<file path="config.mk">
export PLATFORM = sky130hd
export DESIGN_NAME = ddc_frame_packer
export DESIGN_NICKNAME = d
export VERILOG_FILES = /design/src/rtl/ddc_frame_packer.sv
export SDC_FILE = /design/constraint.sdc
export NUM_CORES = 2
export LEC_CHECK = 0
export CORE_MARGIN = 2
export CORE_UTILIZATION = 60
export DETAILED_ROUTE_END_ITERATION = 6
export PLACE_DENSITY_LB_ADDON = 0.2
export SYNTH_ARGS = -nofsm -noshare
export SYNTH_HDL_FRONTEND = slang
export SYNTH_MEMORY_MAX_BITS = 65536
export SYNTH_SLANG_ARGS = --single-unit
</file>
<file path="constraint.sdc">
create_clock -name dev_clk -period 11.9 [get_ports dev_clk]
set_input_delay 3.57 -clock dev_clk [delete_from_list [all_inputs] [get_ports dev_clk]]
set_output_delay 3.57 -clock dev_clk [all_outputs]
set_load 0.02 [all_outputs]
</file>
<file path="src/rtl/ddc_frame_packer.sv">
// ddc_frame_packer: frames N_CH-beat DDC bursts into header+data packets behind a
// commit-pointer FIFO feeding an AXI-Stream master. Define DDC_TRAILER_EN for a count trailer.
module ddc_frame_packer #(
   parameter int N_CH       = 4,
   parameter int FIFO_DEPTH = 64
) (
   input  logic        dev_clk,
   input  logic        dev_rst,
   input  logic [63:0] s_axis_ddc_tdata,
   input  logic        s_axis_ddc_tvalid,
   input  logic        enable,
   output logic [63:0] m_axis_tdata,
   output logic        m_axis_tvalid,
   input  logic        m_axis_tready,
   output logic        m_axis_tlast,
   output logic [31:0] frame_cnt,
   output logic [31:0] drop_cnt,
   output logic [31:0] err_cnt
);

   localparam int AW = $clog2(FIFO_DEPTH);
   localparam int PW = AW + 1;
`ifdef DDC_TRAILER_EN
   localparam int  PKT_LEN    = N_CH + 2;
   localparam logic LP_FLUSH_LAST = 1'b0;
`else
   localparam int  PKT_LEN    = N_CH + 1;
   localparam logic LP_FLUSH_LAST = 1'b1;
`endif
   localparam logic [PW:0] LP_DEPTH = (PW+1)'(FIFO_DEPTH);
   localparam logic [PW:0] LP_NEED  = (PW+1)'(PKT_LEN);
   localparam logic [8:0]  LP_NCH   = 9'(N_CH);
   localparam logic [15:0] LP_NCH16 = 16'(N_CH);

`ifdef DDC_TRAILER_EN
   typedef enum logic [2:0] {
      S_IDLE, S_COLLECT, S_FLUSH, S_TRAILER, S_SKIP
   } state_t;
`else
   typedef enum logic [1:0] {
      S_IDLE, S_COLLECT, S_FLUSH, S_SKIP
   } state_t;
`endif

   state_t      r_state;
   logic [AW:0] r_wr_ptr;
   logic [AW:0] r_commit_ptr;
   logic [AW:0] r_rd_ptr;
   logic [63:0] r_stage;
   logic [8:0]  r_beat_idx;
   logic [31:0] r_frame_cnt;
   logic [31:0] r_drop_cnt;
   logic [31:0] r_err_cnt;
   logic [64:0] r_mem [FIFO_DEPTH];
   logic [63:0] r_tdata;
   logic        r_tvalid;
   logic        r_tlast;
`ifdef DDC_TRAILER_EN
   logic [63:0] r_trailer;
   logic        r_ovr;
`endif

   logic [PW:0] w_free;
   logic        w_fits;
   logic        w_we;
   logic [64:0] w_wdata;
   logic        w_rd;
   logic [63:0] w_beat;
   logic [63:0] w_header;
   logic        w_unused;

   // Q and I are 30-bit two's complement; widen each to 32 bits
   assign w_beat = {{2{s_axis_ddc_tdata[61]}}, s_axis_ddc_tdata[61:32],
                    {2{s_axis_ddc_tdata[29]}}, s_axis_ddc_tdata[29:0]};
   assign w_unused = ^{s_axis_ddc_tdata[63:62], s_axis_ddc_tdata[31:30]};

   assign w_header = {16'hDDC0, LP_NCH16, r_frame_cnt};
   assign w_free   = LP_DEPTH - {1'b0, r_wr_ptr - r_rd_ptr};
   assign w_fits   = (w_free >= LP_NEED);

   always_comb begin
      w_we    = 1'b0;
      w_wdata = '0;
      unique case (r_state)
         S_IDLE: begin
            w_we    = s_axis_ddc_tvalid & enable & w_fits;
            w_wdata = {1'b0, w_header};
         end
         S_COLLECT: begin
            w_we    = 1'b1;
            w_wdata = {1'b0, r_stage};
         end
         S_FLUSH: begin
            w_we    = 1'b1;
            w_wdata = {LP_FLUSH_LAST, r_stage};
         end
`ifdef DDC_TRAILER_EN
         S_TRAILER: begin
            w_we    = 1'b1;
            w_wdata = {1'b1, r_trailer};
         end
`endif
         default: begin
            w_we    = 1'b0;
            w_wdata = '0;
         end
      endcase
   end

   always_ff @(posedge dev_clk) begin
      if (w_we) r_mem[r_wr_ptr[AW-1:0]] <= w_wdata;
   end

   always_ff @(posedge dev_clk) begin
      if (dev_rst) begin
         r_state      <= S_IDLE;
         r_wr_ptr     <= '0;
         r_commit_ptr <= '0;
         r_stage      <= '0;
         r_beat_idx   <= '0;
         r_frame_cnt  <= '0;
         r_drop_cnt   <= '0;
         r_err_cnt    <= '0;
`ifdef DDC_TRAILER_EN
         r_trailer    <= '0;
         r_ovr        <= 1'b0;
`endif
      end else begin
         if (w_we) r_wr_ptr <= r_wr_ptr + 1'b1;
         unique case (r_state)
            S_IDLE: begin
               if (s_axis_ddc_tvalid) begin
                  r_frame_cnt <= r_frame_cnt + 32'd1;
                  r_stage     <= w_beat;
                  r_beat_idx  <= 9'd1;
                  if (!enable) begin
                     r_state <= S_SKIP;
                  end else if (w_fits) begin
                     r_state <= (LP_NCH == 9'd1) ? S_FLUSH : S_COLLECT;
                  end else begin
                     r_drop_cnt <= r_drop_cnt + 32'd1;
                     r_state    <= S_SKIP;
                  end
               end
            end
            S_COLLECT: begin
               if (s_axis_ddc_tvalid) begin
                  r_stage    <= w_beat;
                  r_beat_idx <= r_beat_idx + 9'd1;
                  if (r_beat_idx + 9'd1 == LP_NCH) r_state <= S_FLUSH;
               end else begin
                  // truncated burst: rewind so nothing of it is ever readable
                  r_wr_ptr  <= r_commit_ptr;
                  r_err_cnt <= r_err_cnt + 32'd1;
                  r_state   <= S_IDLE;
               end
            end
`ifdef DDC_TRAILER_EN
            S_FLUSH: begin
               r_trailer <= {r_drop_cnt, r_err_cnt};
               r_ovr     <= s_axis_ddc_tvalid;
               if (s_axis_ddc_tvalid) r_err_cnt <= r_err_cnt + 32'd1;
               r_state <= S_TRAILER;
            end
            S_TRAILER: begin
               r_commit_ptr <= r_wr_ptr + 1'b1;
               if (s_axis_ddc_tvalid && !r_ovr) r_err_cnt <= r_err_cnt + 32'd1;
               r_state <= s_axis_ddc_tvalid ? S_SKIP : S_IDLE;
            end
`else
            S_FLUSH: begin
               r_commit_ptr <= r_wr_ptr + 1'b1;
               if (s_axis_ddc_tvalid) begin
                  r_err_cnt <= r_err_cnt + 32'd1;
                  r_state   <= S_SKIP;
               end else begin
                  r_state   <= S_IDLE;
               end
            end
`endif
            S_SKIP: begin
               if (!s_axis_ddc_tvalid) r_state <= S_IDLE;
            end
            default: r_state <= S_IDLE;
         endcase
      end
   end

   // Output stage reads only committed words
   assign w_rd = (r_rd_ptr != r_commit_ptr) && (!r_tvalid || m_axis_tready);

   always_ff @(posedge dev_clk) begin
      if (dev_rst) begin
         r_rd_ptr <= '0;
         r_tvalid <= 1'b0;
         r_tlast  <= 1'b0;
         r_tdata  <= '0;
      end else if (w_rd) begin
         {r_tlast, r_tdata} <= r_mem[r_rd_ptr[AW-1:0]];
         r_tvalid <= 1'b1;
         r_rd_ptr <= r_rd_ptr + 1'b1;
      end else if (m_axis_tready) begin
         r_tvalid <= 1'b0;
      end
   end

   assign m_axis_tdata  = r_tdata;
   assign m_axis_tvalid = r_tvalid;
   assign m_axis_tlast  = r_tlast;
   assign frame_cnt     = r_frame_cnt;
   assign drop_cnt      = r_drop_cnt;
   assign err_cnt       = r_err_cnt;

endmodule

</file>
=== After elaboration in Yosys (flattened, before gate mapping) ===
Memory sizes are Yosys's and may differ from the RTL's. A register that Yosys moved wholly into a read port is not among the register bits.
Index checks and enable logic that the tools add are counted.

* Memories kept: 1
* Word-level logic and storage cells: 72
* Input bits: 69
* Output and inout port bits: 162
* Bits in writable memories: 4160
* Register bits after elaboration: 191

* Magnitude comparators: 1
* Eq/ne operators: 11
* Add/subtract/negate cells: 8
* Bitwise operators: 3
* Reductions and logical operators: 15
* Mux-type cells: 23

{| class="wikitable"
|+ Memories
! name !! words !! bits a word !! rd ports !! clocked after Yosys merged registers in !! write ports !! line !! RTL
|-
| r_mem || 64 || 65 || 1 || 1 || 1 || 54 || <nowiki>logic [64:0] r_mem [FIFO_DEPTH];</nowiki>
|}

{| class="wikitable"
|+ Operators with widths
! operator !! number
|-
| 65-bit one-hot mux with 3 select lines || 1
|-
| 32-bit by 1-bit adder with 32-bit output (second input constant) || 3
|-
| 32-bit 2-to-1 mux || 2
|-
| 32-bit one-hot mux with 2 select lines || 1
|-
| 7-bit 2-to-1 mux || 3
|-
| 9-bit 2-to-1 mux || 2
|-
| 9-bit one-hot mux with 2 select lines || 1
|-
| 7-bit by 1-bit adder with 7-bit output (second input constant) || 2
|-
| 2-bit 2-to-1 mux || 7
|-
| 2-bit inequality test (second input constant) || 5
|-
| 9-bit by 1-bit adder with 9-bit output (second input constant) || 1
|-
| 9-bit by 3-bit == test with 1-bit output (second input constant) || 1
|-
| 3-bit AND reduction || 3
|-
| 8-bit by 3-bit >= comparator with 1-bit output (second input constant) || 1
|-
| 2-bit one-hot mux with 4 select lines || 1
|-
| 7-bit by 7-bit subtractor with 8-bit output (first input constant) || 1
|-
| 7-bit inequality test || 1
|-
| 7-bit subtractor || 1
|-
| 2-bit nonzero test || 3
|-
| 2-bit == test (second input constant) || 2
|-
| 1-bit 2-to-1 mux || 4
|-
| 2-bit AND reduction || 2
|-
| 4-bit AND reduction || 1
|-
| 2-bit OR reduction || 2
|-
| 9 further kinds || 10
|}

=== Depth between registers and ports, before layout ===
* Word-level depth: 8
* Depth in mapped cells: 17

=== Worst setup path after synthesis ===
OpenSTA, ideal clock, no wires.

* Path type: input port to flip-flop
* Start: input port s_axis_ddc_tvalid
* End: memory r_mem[61][0], enable pin
* Library setup time: 0.487 ns
* Slack: 4.047 ns
* Cell stages on the path: 7
* Arrival: 7.367 ns
* Buffers on the path: 1
* Cells stage by stage: and3_1 > nor2_1 > nor2_1 > o31ai_2 > or3b_2 > clkbuf_1 > nor2_1

* Longest elaborated chain between the ends: 5

{| class="wikitable"
|+ RTL lines
! element !! line !! RTL
|-
| start, declared || 10 || <nowiki>input logic s_axis_ddc_tvalid,</nowiki>
|-
| 1-bit bitwise AND (2 in a row) || 86 || <nowiki>w_we = s_axis_ddc_tvalid & enable & w_fits;</nowiki>
|-
| 1-bit one-hot mux with 2 select lines || 84 || <nowiki>unique case (r_state)</nowiki>
|-
| 1-bit 2-to-1 mux || 111 || <nowiki>if (w_we) r_mem[r_wr_ptr[AW-1:0]] <= w_wdata;</nowiki>
|-
| 1-bit 2-to-1 mux (not written as such) || 111 ||
|-
| end, declared || 54 ||
|}

Every way passes these cells.

=== Worst setup path after layout ===
* Start: input port s_axis_ddc_tvalid
* End: memory r_mem[18][46], enable pin

The elaborated chain is that of the path after synthesis.

==> impl_metrics.ini <==
[synth]
yosysUniqueCellTypes = 71
ys_warn_count = 0
mappedNetlistArea_um2 = 166400
ys.flop_type = edfxtp_1
synth_top_area_frac = 0.7392
syn_nets = 7644
synth_cells = 7557
synth-seq-cells = 4349
avgSynthCellArea_um2 = 22.02
synth_area_leader_cell = edfxtp_1
synth-edff-count = 4096
synth.top_cells.by_area = edfxtp_1 74%, mux4_2 16%, dfxtp_1 3.0%
synthArstFlopShare = 0
seq_area_frac_synth = 0.7696

[clocking]
clkTransAtPathRegs_ns = 0.06
htreeDepth = 5
cts_buffers = 424
hold_buffers = 0
clock_latency_ns = 0.97
cts_sinks = 4349
cts.path.max_buffers = 4
clock_tree.root_cell = clkbuf_16
cts_tree = yes
post_cts_buffers = 0
cts_resized = 0

[worst_setup_path]
path_buf_inv = 3
cp.depth = 9
crit_slowest_cell = nor2_4
reg2reg_from = r_rd_ptr[2]
r2r_cells = 11
cp-start-kind = input pin
critical-path-top-delay-family = simple AND/OR/NAND/NOR gates
path_class = input pin to flip-flop
arrival_ns = 8.64
crit_fanout = 27
cp_slowest_stage_delay_ns = 1.27
cp.required_ns = 12.46
end_kind = flip-flop
crit_start = s_axis_ddc_tvalid
crit_chain = clkdlybuf4s50_1 -> and3_1 -> nor2_1 -> nor2_1 -> o31ai_2 -> buf_4 -> nand3b_1 -> nor2_4 -> buf_4

[grt]
grt_pass1_vias = 82120
grt_pass1_wl_mm = 605.6
gr-total-overflow = 0
grt_max_degree = 159
track_usage = 0.3074
antenna_found_initial = 15

[routing]
drtIter0Drc = 12290
drcViolationCount = 0
vias = 83030
antenna_left = 0
routed_wl_mm = 431.3
dr.pass1.iters = 7
vias_per_cell = 6.870
wl_per_cell_um = 35.68

[power]
ir_drop_mv = 0.2573
power_density_nw_per_um2 = 222.9
leakage_uw = 0.05982

[placed_design]
io_buffers = 226
place_hpwl_mm = 224.1
globalplace.congestion = 0.8383
place_area_um2 = 174100
placedCellCount = 11290

[floorplan]
initial_utilization = 0.6023
rows = 193
die_w_um = 530.6
fp.coreArea_um2 = 276300
dieArea_um2 = 281600
die_y_um = 530.6
boundaryPins = 231

[finish]
fin_area_um2 = 188000
final_common_cell = edfxtp_1
syn_to_final_growth_pct = 12.97
instances_no_fill = 12090
n_fill_cell = 16860
nets = 8098
drive_gt1_frac = 0.2598
most-common-layout-cells = 4096 x edfxtp_1, 1183 x mux4_2, 432 x clkbuf_16

[sta]
finClkSkew_ns = 0.05425
min_period_ns = 8.074
worst_pin_slew_ns = 1.419
grt_setup_unrepaired = false
hold_viol_final = 0
max_freq_ghz = 0.1239
slew_violations = 0
setup_viol = 0
fin_setup_tns_ns = 0
hold_ws_ns = 0.4491
fin_crit_sh = 0.6785
slew_headroom = 0.05372

[status]
status = complete, no violations

[hold_path]
min_path_cells = 2
worst_hold_path_type = flip-flop to flip-flop
hold_path.startpoint = r_stage[38]

[job]
max-cap-violations = 0
-- synthesized netlist by cell type (27+ instances only) --
cell type,n
or3_1,34
xor2_1,35
buf_2,122
mux2i_1,166
nand2_1,361
clkbuf_1,167
a22o_1,34
and2_1,27
o21ai_0,45
xnor2_1,43
buf_4,58
nand3_1,41
mux4_2,1183
nor3_1,48
edfxtp_1,4096
buf_1,64
dfxtp_1,253
o22ai_1,67
a21oi_1,135
nor2_1,241
-- worst reg2reg max path: cells and delay by family, from the launching register on --
family | cells | cell delay, ns
flops | 1 | 0.88
simple gates | 3 | 2.13
fa+ha+maj | 1 | 0.58
compound gates | 4 | 1.03
buf+inv | 3 | 1.61
-- cells by family (layout without fill, tap and decap cells) --
kind of cell               Yosys count  count (layout)  share of synthesized area
and+or+nand+nor                    872             872                    0.02354
AOI/OAI and AO/OA                  433             433                    0.01757
DFF                               4349            4349                     0.7696
muxes                             1371            1371                     0.1716
xor gates and xnor gates            79              79                   0.004203
buffers and inverters              435            1257                    0.01208
other                                0               3                          0
adders and majority gates           18              18                   0.001399
-- routing by layer --
layer	track usage	wire [µm]
met5	0	58
met4	0.1122	17630
met3	0.06613	49160
met2	0.4778	205700
met1	0.4379	158800
-- through the flow --
| step | power [µW] | util | setup WS [ns] |
|---|---|---|---|
| 6_report | 41900 | 0.6805 | 3.826 |
| 4_1_cts | 42010 | 0.6804 | 4.051 |
| 3_3_place_gp | 28520 | 0.6301 | 3.094 |
| 2_1_floorplan | 25440 | - | 4.047 |
| 3_5_place_dp | 28750 | 0.6301 | 3.060 |
| 5_1_grt | 43110 | 0.6804 | 3.834 |
-- power by group --
part	leakage [µW]	total [µW]	switching, µW	internal (µW)
Clock	0.00677	13400	5740	7630
Combinational	0.0131	9740	5870	3880
Sequential	0.0399	18800	357	18400
Total	0.0598	41900	12000	29900
-- final cells by class --
cell class / count / area [µm²] / share of cell area
Tap cell: 3705 / 4636 / 0.02466
Clock inverter: 254 / 2524 / 0.01343
Timing Repair Buffer: 440 / 4312 / 0.02294
Antenna cell: 3 / 7.507 / 0.00003994
Multi-Input combinational cell: 2773 / 36940 / 0.1965
Clock buffer: 540 / 11380 / 0.06052
Inverter: 23 / 103.9 / 0.0005525
Sequential cell: 4349 / 128100 / 0.6813
-- final timing paths --
check | endpoint | slack (ns)
worst max register to register | r_mem[18][46] | 5.22
worst min-delay path | r_stage[38] | 0.45
worst min register to register | r_stage[38] | 0.45
worst max-delay path | r_mem[18][46] | 3.83
-- sequential cells by signal, summed over array words and instances (netlist names) --
name	flops
r_mem	4096
m_axis_tdata	63
r_stage	60
drop_cnt	32
err_cnt	32
frame_cnt	32
r_beat_idx	9
r_commit_ptr	7
r_rd_ptr	7
r_wr_ptr	7
r_state	2
m_axis_tlast	1
m_axis_tvalid	1
Note: power is estimated with default switching activity, not from simulation.
